<file path="src/rtl/simple_dma_controller_pkg.sv">
// Shared definitions for the simple DMA controller: FSM encoding, transfer
// direction constants and byte-enable patterns.
package simple_dma_controller_pkg;

  typedef enum logic [2:0] {
    ST_IDLE     = 3'd0,
    ST_WAIT_DEV = 3'd1,
    ST_BUS      = 3'd2,
    ST_RDATA    = 3'd3,
    ST_ACK      = 3'd4,
    ST_GUARD    = 3'd5,
    ST_DONE     = 3'd6
  } dma_state_e;

  localparam logic DMA_RD = 1'b1;
  localparam logic DMA_WR = 1'b0;

  localparam logic [1:0] WE_WORD = 2'b11;
  localparam logic [1:0] WE_NONE = 2'b00;

endpackage

</file>
<file path="src/rtl/simple_dma_controller.sv">
// Word-granular DMA engine between a request/ack device and the openMSP430 DMA port.
// One transfer context; reads go memory->dev_in, writes go dev_out->memory.
module simple_dma_controller
  import simple_dma_controller_pkg::*;
#(
  parameter logic DMA_PRIORITY = 1'b0
) (
  input  logic        clk,
  input  logic        reset,
  input  logic        dma_rqst,
  input  logic        dma_rd_wr,
  input  logic [15:0] dma_start_address,
  input  logic [15:0] dma_num_words,
  input  logic        dev_ack,
  input  logic [15:0] dev_out,
  output logic [15:0] dev_in,
  output logic        dma_ack,
  output logic        dma_end_flag,
  output logic        dma_err,
  output logic [14:0] dma_addr,
  output logic [15:0] dma_din,
  output logic        dma_en,
  output logic [1:0]  dma_we,
  output logic        dma_priority,
  input  logic [15:0] dma_dout,
  input  logic        dma_ready,
  input  logic        dma_resp,
  output logic [2:0]  dbg_state
);

  dma_state_e  state_q, state_d;
  logic [14:0] addr_q, addr_d;
  logic [15:0] cnt_q, cnt_d;
  logic        err_q, err_d;
  logic        rd_wr_q, rd_wr_d;
  logic        dev_pend_q, dev_pend_d;
  logic [15:0] din_q, din_d;
  logic [15:0] dev_in_q, dev_in_d;

  // Word addressing: the byte-address LSB carries no information.
  logic start_lsb_unused;
  assign start_lsb_unused = dma_start_address[0];

  always_ff @(posedge clk or posedge reset) begin
    if (reset) begin
      state_q    <= ST_IDLE;
      addr_q     <= '0;
      cnt_q      <= '0;
      err_q      <= 1'b0;
      rd_wr_q    <= 1'b0;
      dev_pend_q <= 1'b0;
      din_q      <= '0;
      dev_in_q   <= '0;
    end else begin
      state_q    <= state_d;
      addr_q     <= addr_d;
      cnt_q      <= cnt_d;
      err_q      <= err_d;
      rd_wr_q    <= rd_wr_d;
      dev_pend_q <= dev_pend_d;
      din_q      <= din_d;
      dev_in_q   <= dev_in_d;
    end
  end

  always_comb begin
    state_d  = state_q;
    addr_d   = addr_q;
    cnt_d    = cnt_q;
    err_d    = err_q;
    rd_wr_d  = rd_wr_q;
    din_d    = din_q;
    dev_in_d = dev_in_q;
    // ACK/GUARD ignore dev_ack so a level ack left over from the previous word is not re-counted.
    dev_pend_d = dev_pend_q |
                 (dev_ack && (state_q != ST_ACK) && (state_q != ST_GUARD));
    case (state_q)
      ST_IDLE: begin
        if (dma_rqst) begin
          addr_d  = dma_start_address[15:1];
          cnt_d   = dma_num_words;
          err_d   = 1'b0;
          rd_wr_d = dma_rd_wr;
          state_d = (dma_num_words == 16'd0) ? ST_DONE : ST_WAIT_DEV;
        end
      end
      ST_WAIT_DEV: begin
        if (!dma_rqst) begin
          state_d = ST_IDLE;
        end else if (dev_pend_q || dev_ack) begin
          din_d      = dev_out;
          dev_pend_d = 1'b0;
          state_d    = ST_BUS;
        end
      end
      ST_BUS: begin
        // The core owns the access until it answers, so dma_rqst is not looked at here.
        if (dma_ready) begin
          if (dma_resp) begin
            err_d   = 1'b1;
            state_d = ST_DONE;
          end else begin
            state_d = (rd_wr_q == DMA_RD) ? ST_RDATA : ST_ACK;
          end
        end
      end
      ST_RDATA: begin
        dev_in_d = dma_dout;
        state_d  = ST_ACK;
      end
      ST_ACK: begin
        addr_d  = addr_q + 15'd1;
        cnt_d   = cnt_q - 16'd1;
        state_d = (cnt_q == 16'd1) ? ST_DONE : ST_GUARD;
      end
      ST_GUARD: begin
        state_d = dma_rqst ? ST_WAIT_DEV : ST_IDLE;
      end
      ST_DONE: begin
        if (!dma_rqst) state_d = ST_IDLE;
      end
      default: state_d = ST_IDLE;
    endcase
  end

  assign dma_en       = (state_q == ST_BUS);
  assign dma_addr     = dma_en ? addr_q : '0;
  assign dma_din      = (dma_en && (rd_wr_q == DMA_WR)) ? din_q : '0;
  assign dma_we       = (dma_en && (rd_wr_q == DMA_WR)) ? WE_WORD : WE_NONE;
  assign dma_ack      = (state_q == ST_ACK);
  assign dma_end_flag = (state_q == ST_DONE);
  assign dma_err      = err_q;
  assign dev_in       = dev_in_q;
  assign dma_priority = DMA_PRIORITY;
  assign dbg_state    = state_q;

endmodule
</file>
<file path="config.mk">
export PLATFORM = sky130hd
export DESIGN_NAME = simple_dma_controller
export DESIGN_NICKNAME = d
export VERILOG_FILES = /design/src/rtl/simple_dma_controller_pkg.sv /design/src/rtl/simple_dma_controller.sv
export SDC_FILE = /design/constraint.sdc
export NUM_CORES = 1
export LEC_CHECK = 0
export BUFFER_PORTS_ARGS = -buffer_cell sky130_fd_sc_hd__buf_2
export CAP_MARGIN = 10
export CORE_MARGIN = 2
export CORE_UTILIZATION = 31
export DETAILED_ROUTE_END_ITERATION = 7
export PLACE_DENSITY = 0.65
export RECOVER_POWER = 50
export SETUP_SLACK_MARGIN = 0.5
export SYNTH_ARGS = -nofsm -noshare
export SYNTH_HDL_FRONTEND = slang
export SYNTH_SLANG_ARGS = --single-unit
</file>
<file path="constraint.sdc">
create_clock -name clk -period 2.25 [get_ports clk]
set_input_delay 0.1125 -clock clk [delete_from_list [all_inputs] [get_ports clk]]
set_output_delay 0.1125 -clock clk [all_outputs]
set_load 0.05 [all_outputs]
</file>
==> results.json <==
{
  "ys_top_cells_by_count": "dfrtp_1 (69), and2_1 (35), nor2_1 (32)",
  "fin_nets": 601,
  "grt_pass1_wl_um": 17100,
  "synth_area_per_cell_um2": 10.5,
  "htreeDepth": 3,
  "setup_viol": 0,
  "max_freq_ghz": 0.516,
  "p_leak_nw": 2.52,
  "cts.clk_slew.worst_paths_ps": 60,
  "worst_hold_slack_ps": 7.05,
  "grt_antenna_before_repair": 0,
  "fill_cells": 1035,
  "yosysSeqAreaShare_pct": 46.5,
  "dieArea_mm2": 0.0129,
  "r2r_start": "dbg_state[0]",
  "finalCriticalPeriod_ps": 1940,
  "ys.flop_type": "dfrtp_1",
  "dp_cells": 614,
  "worstHoldStart": "dma_start_address[9]",
  "vias": 3525,
  "first_pass_iters": 6,
  "grt_max_degree": 32,
  "clk_path_buf_depth": 2,
  "gp_congestion": 0.861,
  "crit_path_start": "dbg_state[0]",
  "hold_depth": 3,
  "initial_utilization_pct": 32.1,
  "yosys.area.top_type_share_pct": 46.5,
  "irDropWorstVdd_uv": 610,
  "status": "finished with violations",
  "io_buffer_count": 125,
  "cts_tree": "yes",
  "synth-seq-cells": 69,
  "synth_edf_count": 0,
  "hold_viol": 0,
  "hpwl_um": 7080,
  "maxCapViolCount": 0,
  "synthArstFlopShare_pct": 100,
  "r2r_end": "addr_q[14]",
  "layout-drive-gt1-share_pct": 49.2,
  "crit_type": "flip-flop to flip-flop",
  "rrSetupSlack_ps": 310,
  "setup_ws_ps": 311,
  "worstHoldEndpoint": "addr_q[8]",
  "clockRootBuffer": "clkbuf_16",
  "fin_skew_ps": 7.27,
  "min_path_type": "primary input to flip-flop",
  "cp-start-kind": "flip-flop",
  "avgRoutedWirePerCell_um": 16.5,
  "diodes": 0,
  "pin_count": 128,
  "slew_headroom_pct": 21.2,
  "coreArea_mm2": 0.0116,
  "synth_area_leaders": "dfrtp_1 (46%), mux2_2 (7.0%), and2_1 (5.9%)",
  "grt_overflow": 0,
  "wl_um": 11100,
  "fin_cells": 674,
  "power_density_mw_per_mm2": 1480,
  "area_delta_synth_final_pct": 55.0,
  "die_height_um": 113,
  "fin_crit_sh_pct": 86.2,
  "fp.dieW_um": 113,
  "yosysWarningCount": 0,
  "cts_sinks": 69,
  "rsz0062_at_grt": "true",
  "vias_per_cell": 5.23,
  "synth_most_common_cell": "dfrtp_1",
  "finalMaxSlewViolations": 0,
  "violations": "DRC",
  "tns_ps": 0,
  "track_usage_pct": 16.6,
  "yosys.area.top_type": "dfrtp_1",
  "synth_cell_types": 65,
  "grt_pass1_vias": 3491,
  "netlist_instances": 355,
  "ant_nets": 0,
  "cp.arrival_ps": 2180,
  "dp_slack_ps": 346,
  "rr_worst_depth": 5,
  "syn_nets": 429,
  "cp-end-kind": "flip-flop",
  "cp.required_ps": 2490,
  "cp_max_fo": 14,
  "clkLatencyLatePin_ps": 320,
  "drcViolationCount": 1,
  "rows": 39,
  "tightest_slew_ps": 1180,
  "cts_buffers": 9,
  "synth.cell_area_mm2": 0.00371,
  "dr.first_iter.drc_count": 239
}
[repair_timing]
item | CTS | global route
pin swaps | 15 | 20
endpoints found under the setup margin | 74 | 66
gates resized for setup | 111 | 44
endpoints found under the hold margin | 29 | 0
hold buffers | 7 | 0
gates cloned | 4 | 1
setup buffers | 17 | 16
[final cells by class]
cell class / count / area [um^2] / share of cell area (%)
Clock inverter: 6 / 65.1 / 1.13
Sequential cell: 69 / 1730 / 30.1
Tap cell: 143 / 179 / 3.11
Inverter: 8 / 38.8 / 0.674
Clock buffer: 9 / 225 / 3.91
Multi-Input combinational cell: 261 / 2080 / 36.2
Timing Repair Buffer: 178 / 1430 / 24.8
[kinds of logic after synthesis]
logic type / synth area share (%)
compound gates: 14.6
flops: 46.5
buf+inv: 3.57
other cells: 0.101
simple gates: 24.0
fa+ha+maj: 1.01
mux: 10.2
[worst max-delay path: stages, from the launching register on]
cell      delay, ps
dfrtp_1         430
or4b_1          720
clkbuf_2        330
nand2b_1        140
a41oi_1          50
a211oi_2        170
[how the worst max path moves through the flow]
stage	endpoint	slack, ps	depth (start not counted)
finish	addr_q[14]	310	5
global route	addr_q[14]	170	5
CTS	dma_din[15]	380	6
detailed placement	cnt_q[11]	350	5
global placement	cnt_q[11]	350	5
floorplan	dbg_state[2]	380	3
[per-stage QoR]
step / utilization, % / power [mW] / area [um^2]
final: 49.8 / 8.50 / 5760
after global routing: 49.8 / 8.97 / 5760
after CTS: 47.6 / 8.23 / 5500
after detailed placement: 39.9 / 6.15 / 4620
after global placement: 39.9 / 6.04 / 4620
after floorplan: - / 5.32 / 3860
[power breakdown]
part	internal, mW	total [mW]	switching, mW
combinational	1.98	4.66	2.68
sequential	1.88	2.46	0.585
clock	0.849	1.38	0.531
[placed cells by master (no fill, tap or decap), types with 12 or more instances in the layout]
master    instances
mux2_2           18
and2_4           25
nand2_1          18
nor2_1           31
buf_6            18
buf_8            24
dfrtp_1          63
buf_4            30
a211oi_1         12
buf_2            69
clkbuf_1         20
[state kept, by name, indices dropped and copies added, names as in the netlist]
register / count
cnt_q: 16
dbg_state: 3
din_q: 16
dev_pend_q: 1
rd_wr_q: 1
dev_in: 16
dma_err: 1
addr_q: 15
[per-layer routing]
layer	wire, um	track usage, %
met5	0	0
met4	250	5.85
met3	602	3.08
met2	5340	27.3
met1	4900	21.9
No activity file was read; power rests on OpenSTA's default activity.
